<file path="src/rtl/rollback_sequencer_pkg.sv">
// Shared types, widths and helpers for the rollback sequencer.
// Widths follow the core's NUM_ROB / NUM_FL / NUM_LSQ macros; standalone defaults are provided.
`ifndef NUM_ROB
`define NUM_ROB 32
`endif
`ifndef NUM_FL
`define NUM_FL 64
`endif
`ifndef NUM_LSQ
`define NUM_LSQ 16
`endif

package rollback_sequencer_pkg;

    localparam int ROB_W = $clog2(`NUM_ROB);
    localparam int FL_W  = $clog2(`NUM_FL);
    localparam int LSQ_W = $clog2(`NUM_LSQ);

    localparam logic [63:0] BADDR = 64'h0;

    typedef struct packed {
        logic [ROB_W-1:0] rob_idx;
        logic [FL_W-1:0]  fl_idx;
        logic [LSQ_W-1:0] sq_idx;
        logic [LSQ_W-1:0] lq_idx;
        logic [63:0]      target_pc;
    } ROLLBACK_REQ_t;

    typedef enum logic [1:0] {
        IDLE,
        FIRE,
        DRAIN
    } RS_STATE_t;

    // Distance back from the reference tail; wrap-around falls out of the modular subtraction.
    function automatic logic [ROB_W-1:0] rob_age(input logic [ROB_W-1:0] ref_idx,
                                                 input logic [ROB_W-1:0] idx);
        return ref_idx - idx;
    endfunction

    function automatic logic [31:0] sat_add(input logic [31:0] a, input logic [31:0] b);
        logic [32:0] sum;
        sum = {1'b0, a} + {1'b0, b};
        return sum[32] ? 32'hFFFF_FFFF : sum[31:0];
    endfunction

endpackage

</file>
<file path="src/rtl/rollback_sequencer_if.sv">
// Rollback request / restore bundle between FU+LQ (master) and the rollback sequencer (slave).
interface rollback_sequencer_if
    import rollback_sequencer_pkg::*;
#(
    parameter int NUM_REQ = 4
);
    logic [NUM_REQ-1:0]                req_valid;
    ROLLBACK_REQ_t [NUM_REQ-1:0]       req;
    logic [ROB_W-1:0]                  rob_tail_idx;

    logic                              rollback_en;
    logic [ROB_W-1:0]                  rob_rollback_idx;
    logic [FL_W-1:0]                   fl_rollback_idx;
    logic [LSQ_W-1:0]                  sq_rollback_idx;
    logic [LSQ_W-1:0]                  lq_rollback_idx;
    logic [63:0]                       redirect_pc;
    logic [ROB_W-1:0]                  diff_rob;
    logic                              dispatch_stall;
    logic                              busy;

    modport master (
        output req_valid, req, rob_tail_idx,
        input  rollback_en, rob_rollback_idx, fl_rollback_idx, sq_rollback_idx,
               lq_rollback_idx, redirect_pc, diff_rob, dispatch_stall, busy
    );

    modport slave (
        input  req_valid, req, rob_tail_idx,
        output rollback_en, rob_rollback_idx, fl_rollback_idx, sq_rollback_idx,
               lq_rollback_idx, redirect_pc, diff_rob, dispatch_stall, busy
    );
endinterface

</file>
<file path="src/rtl/rollback_sequencer_age_select.sv">
// Combinational oldest-of-N picker: largest (ref - rob_idx) among valid slots,
// lowest slot index wins ties so branches beat loads at the same ROB entry.
module rollback_age_select
    import rollback_sequencer_pkg::*;
#(
    parameter  int NUM_REQ = 4,
    localparam int IDX_W   = (NUM_REQ > 1) ? $clog2(NUM_REQ) : 1
)
(
    input  logic [NUM_REQ-1:0]            valid_i,
    input  logic [NUM_REQ-1:0][ROB_W-1:0] rob_idx_i,
    input  logic [ROB_W-1:0]              ref_i,
    output logic                          win_valid_o,
    output logic [IDX_W-1:0]              win_idx_o,
    output logic [ROB_W-1:0]              win_age_o
);

    always_comb begin
        // NOTE: every output is given a default before the loop, so no path leaves one unassigned and no latch is inferred.
        win_valid_o = 1'b0;
        win_idx_o   = '0;
        win_age_o   = '0;
        for (int i = 0; i < NUM_REQ; i++) begin
            if (valid_i[i] && (!win_valid_o || rob_age(ref_i, rob_idx_i[i]) > win_age_o)) begin
                win_valid_o = 1'b1;
                win_idx_o   = IDX_W'(i);
                win_age_o   = rob_age(ref_i, rob_idx_i[i]);
            end
        end
    end

endmodule

</file>
<file path="src/rtl/rollback_sequencer.sv">
// Picks the oldest rollback request, pulses the restore indices for one cycle and freezes
// dispatch for DRAIN_CYCLES; older requests preempt the window. ROLLBACK_STATS_EN adds counters.
module rollback_sequencer
    import rollback_sequencer_pkg::*;
#(
    parameter int NUM_REQ      = 4,
    parameter int NUM_BR       = 2,
    parameter int DRAIN_CYCLES = 2
)
(
    input  logic                 clock,
    input  logic                 reset,
    rollback_sequencer_if.slave  bus
`ifdef ROLLBACK_STATS_EN
    ,
    output logic [31:0]          br_rollback_cnt_o,
    output logic [31:0]          ld_rollback_cnt_o,
    output logic [31:0]          discard_cnt_o
`endif
);

    localparam int IDX_W = (NUM_REQ > 1) ? $clog2(NUM_REQ) : 1;
    localparam int CNT_W = $clog2(DRAIN_CYCLES + 1);

    RS_STATE_t        state_q;
    logic [ROB_W-1:0] ref_tail_q;
    logic [ROB_W-1:0] sel_age_q;
    logic [CNT_W-1:0] drain_cnt_q;
    logic             rollback_en_q;
    logic             dispatch_stall_q;
    logic             busy_q;
    logic [ROB_W-1:0] rob_idx_q;
    logic [FL_W-1:0]  fl_idx_q;
    logic [LSQ_W-1:0] sq_idx_q;
    logic [LSQ_W-1:0] lq_idx_q;
    logic [63:0]      redirect_pc_q;
    logic [ROB_W-1:0] diff_rob_q;

    logic [NUM_REQ-1:0][ROB_W-1:0] req_rob_idx;
    logic [ROB_W-1:0]              age_ref;
    logic                          win_valid;
    logic [IDX_W-1:0]              win_idx;
    logic [ROB_W-1:0]              win_age;
    ROLLBACK_REQ_t                 win_req;
    logic                          take;

    always_comb begin
        for (int i = 0; i < NUM_REQ; i++) begin
            req_rob_idx[i] = bus.req[i].rob_idx;
        end
    end

    // Live tail while idle; the tail latched at selection while a recovery is in flight.
    assign age_ref = (state_q == IDLE) ? bus.rob_tail_idx : ref_tail_q;

    rollback_age_select #(.NUM_REQ(NUM_REQ)) u_age_select (
        .valid_i     (bus.req_valid),
        .rob_idx_i   (req_rob_idx),
        .ref_i       (age_ref),
        .win_valid_o (win_valid),
        .win_idx_o   (win_idx),
        .win_age_o   (win_age)
    );

    assign win_req = bus.req[win_idx];
    assign take    = win_valid && ((state_q == IDLE) || (win_age > sel_age_q));

    always_ff @(posedge clock) begin
        if (reset) begin
            state_q          <= IDLE;
            ref_tail_q       <= '0;
            sel_age_q        <= '0;
            drain_cnt_q      <= '0;
            rollback_en_q    <= 1'b0;
            dispatch_stall_q <= 1'b0;
            busy_q           <= 1'b0;
            rob_idx_q        <= '0;
            fl_idx_q         <= '0;
            sq_idx_q         <= '0;
            lq_idx_q         <= '0;
            redirect_pc_q    <= BADDR;
            diff_rob_q       <= '0;
        end else if (take) begin
            // NOTE: non-blocking assignments make every register sample pre-edge values, independent of statement order.
            if (state_q == IDLE) begin
                ref_tail_q <= bus.rob_tail_idx;
            end
            sel_age_q        <= win_age;
            rob_idx_q        <= win_req.rob_idx;
            fl_idx_q         <= win_req.fl_idx;
            sq_idx_q         <= win_req.sq_idx;
            lq_idx_q         <= win_req.lq_idx;
            redirect_pc_q    <= win_req.target_pc;
            diff_rob_q       <= win_age;
            rollback_en_q    <= 1'b1;
            dispatch_stall_q <= 1'b1;
            busy_q           <= 1'b1;
            state_q          <= FIRE;
        end else begin
            case (state_q)
                IDLE: begin
                    rollback_en_q    <= 1'b0;
                    dispatch_stall_q <= 1'b0;
                    busy_q           <= 1'b0;
                end
                FIRE: begin
                    rollback_en_q <= 1'b0;
                    drain_cnt_q   <= CNT_W'(DRAIN_CYCLES);
                    state_q       <= DRAIN;
                end
                DRAIN: begin
                    if (drain_cnt_q == CNT_W'(1)) begin
                        drain_cnt_q      <= '0;
                        dispatch_stall_q <= 1'b0;
                        busy_q           <= 1'b0;
                        state_q          <= IDLE;
                    end else begin
                        drain_cnt_q <= drain_cnt_q - CNT_W'(1);
                    end
                end
                default: state_q <= IDLE;
            endcase
        end
    end

    assign bus.rollback_en      = rollback_en_q;
    assign bus.rob_rollback_idx = rob_idx_q;
    assign bus.fl_rollback_idx  = fl_idx_q;
    assign bus.sq_rollback_idx  = sq_idx_q;
    assign bus.lq_rollback_idx  = lq_idx_q;
    assign bus.redirect_pc      = redirect_pc_q;
    assign bus.diff_rob         = diff_rob_q;
    assign bus.dispatch_stall   = dispatch_stall_q;
    assign bus.busy             = busy_q;

`ifdef ROLLBACK_STATS_EN
    localparam int DISC_W = $clog2(NUM_REQ + 1);

    logic              out_is_br_q;
    logic [DISC_W-1:0] discard_n;
    logic [31:0]       br_cnt_q;
    logic [31:0]       ld_cnt_q;
    logic [31:0]       discard_cnt_q;

    // Requests no older than the recovery in flight are squashed by it and dropped.
    always_comb begin
        discard_n = '0;
        if (state_q != IDLE) begin
            for (int i = 0; i < NUM_REQ; i++) begin
                if (bus.req_valid[i] && rob_age(ref_tail_q, bus.req[i].rob_idx) <= sel_age_q) begin
                    discard_n = discard_n + DISC_W'(1);
                end
            end
        end
    end

    always_ff @(posedge clock) begin
        if (reset) begin
            out_is_br_q   <= 1'b0;
            br_cnt_q      <= '0;
            ld_cnt_q      <= '0;
            discard_cnt_q <= '0;
        end else begin
            if (take) begin
                out_is_br_q <= (int'(win_idx) < NUM_BR);
            end
            if (rollback_en_q) begin
                if (out_is_br_q) br_cnt_q <= sat_add(br_cnt_q, 32'd1);
                else             ld_cnt_q <= sat_add(ld_cnt_q, 32'd1);
            end
            discard_cnt_q <= sat_add(discard_cnt_q, 32'(discard_n));
        end
    end

    assign br_rollback_cnt_o = br_cnt_q;
    assign ld_rollback_cnt_o = ld_cnt_q;
    assign discard_cnt_o     = discard_cnt_q;
`endif

endmodule

</file>
<file path="src/flat_wrapper.sv">
// flat-port wrapper written by rule: the top's interface ports become plain ports
module rollback_sequencer_flat import rollback_sequencer_pkg::*;
#(
    parameter int NUM_REQ      = 4,
    parameter int NUM_BR       = 2,
    parameter int DRAIN_CYCLES = 2
)
  (clock, reset, bus_req_valid, bus_req, bus_rob_tail_idx, bus_rollback_en, bus_rob_rollback_idx, bus_fl_rollback_idx, bus_sq_rollback_idx, bus_lq_rollback_idx, bus_redirect_pc, bus_diff_rob, bus_dispatch_stall, bus_busy);
  rollback_sequencer_if #(.NUM_REQ(NUM_REQ)) bus_i ();
  input  logic clock;
  input  logic reset;
  input wire logic [$bits(bus_i.req_valid)-1:0] bus_req_valid;
  input wire logic [$bits(bus_i.req)-1:0] bus_req;
  input wire logic [$bits(bus_i.rob_tail_idx)-1:0] bus_rob_tail_idx;
  output wire logic [$bits(bus_i.rollback_en)-1:0] bus_rollback_en;
  output wire logic [$bits(bus_i.rob_rollback_idx)-1:0] bus_rob_rollback_idx;
  output wire logic [$bits(bus_i.fl_rollback_idx)-1:0] bus_fl_rollback_idx;
  output wire logic [$bits(bus_i.sq_rollback_idx)-1:0] bus_sq_rollback_idx;
  output wire logic [$bits(bus_i.lq_rollback_idx)-1:0] bus_lq_rollback_idx;
  output wire logic [$bits(bus_i.redirect_pc)-1:0] bus_redirect_pc;
  output wire logic [$bits(bus_i.diff_rob)-1:0] bus_diff_rob;
  output wire logic [$bits(bus_i.dispatch_stall)-1:0] bus_dispatch_stall;
  output wire logic [$bits(bus_i.busy)-1:0] bus_busy;
  assign bus_i.req_valid = bus_req_valid;
  assign bus_i.req = bus_req;
  assign bus_i.rob_tail_idx = bus_rob_tail_idx;
  assign bus_rollback_en = bus_i.rollback_en;
  assign bus_rob_rollback_idx = bus_i.rob_rollback_idx;
  assign bus_fl_rollback_idx = bus_i.fl_rollback_idx;
  assign bus_sq_rollback_idx = bus_i.sq_rollback_idx;
  assign bus_lq_rollback_idx = bus_i.lq_rollback_idx;
  assign bus_redirect_pc = bus_i.redirect_pc;
  assign bus_diff_rob = bus_i.diff_rob;
  assign bus_dispatch_stall = bus_i.dispatch_stall;
  assign bus_busy = bus_i.busy;
  rollback_sequencer #(.NUM_REQ(NUM_REQ), .NUM_BR(NUM_BR), .DRAIN_CYCLES(DRAIN_CYCLES)) u_core (.clock(clock), .reset(reset), .bus(bus_i));
endmodule
</file>
<file path="config.mk">
export PLATFORM = sky130hd
export DESIGN_NAME = rollback_sequencer_flat
export DESIGN_NICKNAME = d
export VERILOG_FILES = /design/src/rtl/rollback_sequencer_pkg.sv /design/src/rtl/rollback_sequencer_if.sv /design/src/rtl/rollback_sequencer_age_select.sv /design/src/rtl/rollback_sequencer.sv /design/src/flat_wrapper.sv
export SDC_FILE = /design/constraint.sdc
export NUM_CORES = 1
export LEC_CHECK = 0
export BUFFER_PORTS_ARGS = -buffer_cell sky130_fd_sc_hd__buf_4
export CORE_AREA = 2 2 167 169
export DETAILED_ROUTE_END_ITERATION = 6
export DIE_AREA = 0 0 169 171
export GPL_ROUTABILITY_DRIVEN = 0
export GPL_TIMING_DRIVEN = 0
export PLACE_DENSITY = 0.55
export SLEW_MARGIN = 0
export SYNTH_ARGS = -nofsm -noshare
export SYNTH_HDL_FRONTEND = slang
export SYNTH_SLANG_ARGS = --single-unit
</file>
<file path="constraint.sdc">
create_clock -name clock -period 15.95 [get_ports clock]
set_clock_uncertainty 0.2 [all_clocks]
set_input_delay 0.7975 -clock clock [delete_from_list [all_inputs] [get_ports clock]]
set_output_delay 0.7975 -clock clock [all_outputs]
set_load 0.02 [all_outputs]
</file>
==> results.yml, run 1 <==
cts:
  cts_buffers: 9
  cts_hold_buffers: 0
  numClockSinks: 99
  cts.repair.resized: 0
  post-cts-setup-buffers: 0
  cts_buffer_depth: 2
  clockRootBuffer: "clkbuf_16"
  htreeDepth: 3
  clkLatencyLatePin_ns: 0.36
  cts_tree: "done"
  clk_pin_slew_ns: 0.07
logic_synthesis:
  netlist_area_um2: 6950
  syn_avg_cell_area_um2: 8.40
  ys_seq_elements: 99
  synthCells: 827
  ys_top_cells_by_area: "dfxtp_1 29%, mux2_2 14%, a211oi_1 9.4%"
  yosys_warnings: 0
  ys_seq_area_share_pct: 28.5
  syn-num-nets: 1214
  synthArstFlopShare_pct: 0
  ys_types: 47
  yosysTopAreaCell: "dfxtp_1"
  synth_top_area_share_pct: 28.5
  synth_edf_count: 0
  ys.flop_type: "dfxtp_1"
outcome:
  outcome: "finished, final reports clean"
timing:
  rsz0062_at_grt: "no"
  period_minus_slack_ns: 11.54
  maxSlewViolCount: 0
  whs_ns: 0.260
  fmax_ghz: 0.0867
  fin_crit_sh_pct: 72.3
  setup_tns_ns: 0
  worstMarginPinSlew_ns: 1.11
  hold_violations: 0
  maxSlewHeadroom_pct: 25.4
  finalSetupViolCount: 0
worst_setup_path:
  cp_slowest_cell: "a31oi_1"
  crit_type: "register to register"
  r2r_setup_slack_ns: 4.41
  cp-start-kind: "register"
  crit_fanout: 10
  required_ns: 16.03
  r2r-end: "u_core.bus.redirect_pc[25]"
  cpPeakStageDelay_ns: 0.83
  critPathCaptureType: "register"
  reg2reg_depth: 41
  crit_top_cell: "ha_1"
  critPathArrivalTime_ns: 11.61
  rr_startpoint: "u_core.state_q[0]"
global_route:
  grt_pass1_wl_um: 48300
  grt_max_degree: 17
  grt_use_total_pct: 22.2
  first_global_vias: 7892
  antenna_found_initial: 0
  gr-total-overflow: 0
floorplanning:
  num_io_pins: 434
  die_area_um2: 28900
  start_util_pct: 25.4
  coreArea_um2: 27300
  rows: 61
  die_w_um: 169
  die_y_um: 171
drt:
  wl_per_cell_um: 20.9
  postRouteAntennaNets: 0
  viasPerCell: 5.00
  drt_iter0_drc: 452
  drc: 0
  vias: 8096
  drt-total-wl_um: 33800
  firstDrtPassIters: 5
worst_hold_path:
  hold_class: "register to register"
  whs_endpoint: "u_core.ref_tail_q[1]"
  hold-path-cell-count: 2
  worstHoldStart: "u_core.ref_tail_q[1]"
layout:
  nNetsFinal: 1657
  layout-drive-gt1-share_pct: 44.5
  post-route-util_pct: 40.0
  syn_to_final_growth_pct: 57.1
placed_design:
  portBuffers: 432
  dp_hpwl_um: 27300
run:
  drv_cap: 0
==> critical path: cells and delay by family, from the launching register on <==
kind | cells | cell delay (ns)
AOI/OAI and AO/OA | 14 | 4.59
xor gates and xnor gates | 1 | 0.16
adders and majority gates | 7 | 2.04
buffers and inverters | 11 | 2.87
DFF | 1 | 0.33
muxes | 1 | 0.50
and+or+nand+nor | 7 | 0.72
==> layout by cell type, fill, tap and decap left out, types with 8 or more instances in the layout <==
| master | instances |
|---|---|
| buf_4 | 438 |
| a211oi_1 | 87 |
| a22oi_1 | 82 |
| a21o_1 | 9 |
| nor2_1 | 104 |
| clkbuf_1 | 35 |
| inv_1 | 33 |
| nand2_1 | 24 |
| a21oi_1 | 106 |
| nand3_1 | 8 |
| clkbuf_16 | 9 |
| xnor2_1 | 10 |
| dfxtp_1 | 99 |
| buf_2 | 23 |
| ha_1 | 40 |
| mux2_2 | 84 |
==> logic make-up (layout without fill, tap and decap cells) <==
| group | count (synthesis) | after routing | synth area share (%) |
|---|---|---|---|
| compound gates | 319 | 319 | 31.0 |
| xor+xnor | 14 | 14 | 1.76 |
| fa+ha+maj | 44 | 44 | 8.35 |
| buf+inv | 104 | 550 | 6.35 |
| flops | 99 | 99 | 28.5 |
| mux | 91 | 91 | 14.6 |
| other cells | 0 | 1 | 0 |
| simple gates | 156 | 156 | 9.43 |
==> synth_stat cells (2+ instances only) <==
master	instances
a21oi_1	106
nor2_1	104
dfxtp_1	99
a211oi_1	87
mux2_2	84
a22oi_1	82
ha_1	40
clkbuf_1	35
inv_1	33
nand2_1	24
buf_2	23
xnor2_1	10
a21o_1	9
nand3_1	8
buf_1	7
mux2i_1	7
o21ai_0	7
buf_4	6
fa_1	4
nor2b_1	4
xor2_1	4
a311oi_1	3
a41o_1	3
and3_1	3
nand2b_1	3
nor3_1	3
o221ai_1	3
a21boi_0	2
a31o_2	2
a31oi_1	2
nand3b_1	2
o211ai_1	2
o21bai_1	2
==> state kept, by name, summed over array words and instances, names as in the netlist <==
| name | count |
|---|---|
| u_core.bus.redirect_pc | 64 |
| u_core.bus.fl_rollback_idx | 6 |
| u_core.bus.diff_rob | 5 |
| u_core.bus.rob_rollback_idx | 5 |
| u_core.ref_tail_q | 5 |
| u_core.bus.lq_rollback_idx | 4 |
| u_core.bus.sq_rollback_idx | 4 |
| u_core.drain_cnt_q | 2 |
| u_core.state_q | 2 |
| u_core.bus.dispatch_stall | 1 |
| u_core.bus.rollback_en | 1 |
==> layer usage <==
| layer | vias up | GRT usage, % | share of wire, % | wire (um) |
|---|---|---|---|---|
| met5 | - | 0 | 0 | 0 |
| met3 | 25 | 5.09 | 7.0 | 2380 |
| met4 | 0 | 5.13 | 1.5 | 500 |
| met2 | 333 | 38.4 | 49 | 16500 |
| met1 | 3765 | 28.1 | 43 | 14500 |
| li1 | 3973 | - | - | - |
==> worst max-delay path by stage <==
stage                      start                         end  slack [ns]  cells past startpoint
2_1_floorplan  u_core.state_q[0]  u_core.bus.redirect_pc[25]        7.47                     39
3_3_place_gp   u_core.state_q[0]  u_core.bus.redirect_pc[25]        4.46                     41
3_5_place_dp   u_core.state_q[0]  u_core.bus.redirect_pc[25]        4.32                     41
4_1_cts        u_core.state_q[0]  u_core.bus.redirect_pc[25]        4.23                     41
5_1_grt        u_core.state_q[0]  u_core.bus.redirect_pc[25]        3.68                     41
6_report       u_core.state_q[0]  u_core.bus.redirect_pc[25]        4.41                     41
==> layout make-up <==
class                      instances  area, um^2
clock buffer                       9         225
fill                            2860       16400
multi-input combinational        624        4530
clock inverter                     5        63.8
buffer                            71         318
inverter                          33         124
timing repair buffer             432        3240
sequential                        99        1980
tap                              346         433
antenna                            1        2.50
==> per-stage QoR <==
| step | setup slack, ns | area [um^2] | std cells |
|---|---|---|---|
| 4_1_cts | 4.23 | 10900 | 1619 |
| 3_5_place_dp | 4.32 | 10600 | 1605 |
| 6_report | 4.41 | 10900 | 1620 |
| 2_1_floorplan | 7.47 | 6950 | 827 |
| 5_1_grt | 3.68 | 10900 | 1619 |
| 3_3_place_gp | 4.46 | 10600 | 1605 |
Power of run 1 is not shown: default switching activity piles up to over one toggle a cycle in this logic, so the estimate is an artifact.
==> run 2, diff against run 1 <==
PLACE_DENSITY = 0.57   (was 0.55)
clock period = 10.55 ns   (was 15.95 ns; I/O delays follow)
==> run 2 against run 1 <==
Routed wire length decreased by 0.48%. Highest routed layer unchanged. Register-to-register slack worse by 3.7 ns. Core utilization grew 0.32 points. Critical endpoint is now u_core.bus.redirect_pc[63]. Maximum frequency up 18%. Clock-buffer cell count rose by 2. Cell count grew 0.12%. Die area unchanged. Sequential share of layout area down 0.14 points.
==> results.yml, run 2 (synthesis gave the netlist of run 1 again) <==
worst_hold_path:
  hold_class: "register to register"
layout:
  largest_reg_flops: 64
  layout-drive-gt1-share_pct: 45.7
  nNetsFinal: 1658
  syn_to_final_growth_pct: 58.3
  layout_commonest_cell: "buf_4"
  diodes: 0
  most-common-layout-cells: "441 x buf_4, 106 x a21oi_1, 104 x nor2_1"
  postLayoutCellArea_um2: 11000
cts:
  clkLatencyLatePin_ns: 0.36
  cts_buffers: 9
  cts_hold_buffers: 0
  htreeDepth: 3
  clk_pin_slew_ns: 0.08
  cts_buffer_depth: 2
  numClockSinks: 99
  clockRootBuffer: "clkbuf_16"
  cts_tree: "done"
placed_design:
  placed_area_um2: 10600
  portBuffers: 432
  dp_hpwl_um: 27100
drt:
  wl_per_cell_um: 20.8
  postRouteAntennaNets: 0
  viasPerCell: 5.05
  vias: 8192
  firstDrtPassIters: 5
  drt_iter0_drc: 554
  drc: 0
  drt-total-wl_um: 33700
timing:
  hold_violations: 0
  fin_crit_sh_pct: 92.9
  maxSlewViolCount: 0
  period_minus_slack_ns: 9.80
  finalSetupViolCount: 0
  maxSlewHeadroom_pct: 51.4
  rsz0062_at_grt: "no"
  fmax_ghz: 0.102
  worstMarginPinSlew_ns: 0.729
global_route:
  grt_pass1_wl_um: 48300
  gr-total-overflow: 0
  grt_max_degree: 20
  first_global_vias: 8150
  grt_use_total_pct: 22.1
  antenna_found_initial: 0
floorplanning:
  start_util_pct: 25.4
  num_io_pins: 434
  die_area_um2: 28900
  die_y_um: 171
  rows: 61
  die_w_um: 169
  coreArea_um2: 27300
worst_setup_path:
  cpPeakStageDelay_ns: 0.43
  crit_fanout: 10
  crit_type: "register to register"
  critPathCaptureType: "register"
  crit_top_cell: "ha_1"
  required_ns: 10.61
  cp_slowest_cell: "fa_1"
  critPathArrivalTime_ns: 9.86
  cp-start-kind: "register"
outcome:
  outcome: "finished, final reports clean"
run:
  drv_cap: 0
run 2: changes by cell type in the layout (fill, tap and decap cells not counted), sizes merged:
cell / previous run / this run
buf: 468 / 470
inv: 35 / 37
bufinv: 1 / 0
clkbuf: 44 / 45
clkinv: 1 / 0
diode: 1 / 0
run 2: critical path, delay by kind of cell (launching register included):
family | cells | cell delay, ns
simple gates | 7 | 0.83
buf+inv | 11 | 2.50
mux | 1 | 0.38
fa+ha+maj | 7 | 2.02
flops | 1 | 0.33
xor+xnor | 1 | 0.17
compound gates | 14 | 3.25
run 2: routing by layer:
layer	GRT usage [%]	share of wire [%]
met2	39.3	49
met1	27.3	42
met5	0	0
met4	4.53	1.4
met3	5.32	7.4
run 2: final cells by class:
class | count | area, um^2
fillers | 2857 | 16300
multi-input cells | 624 | 4600
repair buffers | 435 | 3270
flip-flops and latches | 99 | 1980
well taps | 346 | 433
plain buffers | 69 | 319
clock buffers | 11 | 243
inverters | 33 | 124
clock inverters | 5 | 42.5
run 2: worst paths after layout:
kind	startpoint	endpoint	slack, ns	cells after the start
setup / recovery	u_core.state_q[0]	u_core.bus.redirect_pc[63]	0.75	41
hold / removal	u_core.ref_tail_q[3]	u_core.ref_tail_q[3]	0.26	2
hold reg to reg	u_core.ref_tail_q[3]	u_core.ref_tail_q[3]	0.26	2
setup reg to reg	u_core.state_q[0]	u_core.bus.redirect_pc[63]	0.75	41
run 2: what timing repair did:
item,in CTS,in global routing
pin swaps,0,1
setup buffers,0,3
endpoints found under the setup margin,96,99
cloned,0,0
gates resized for setup,13,4
run 2: metrics by stage:
| step | hold WS [ns] | cells | setup TNS [ns] | utilization (%) | setup slack, ns |
|---|---|---|---|---|---|
| after detailed placement | 0.248 | 1605 | -62.77 | 38.9 | -1.09 |
| after floorplan | 0.234 | 827 | 0 | - | 2.07 |
| after global routing | 0.253 | 1622 | 0 | 40.3 | 0.0535 |
| after global placement | 0.240 | 1605 | -54.89 | 38.9 | -0.981 |
| after CTS | 0.249 | 1620 | 0 | 40.1 | 0.00459 |
| final | 0.257 | 1622 | 0 | 40.3 | 0.746 |
Power of run 2 is left out for the same reason.
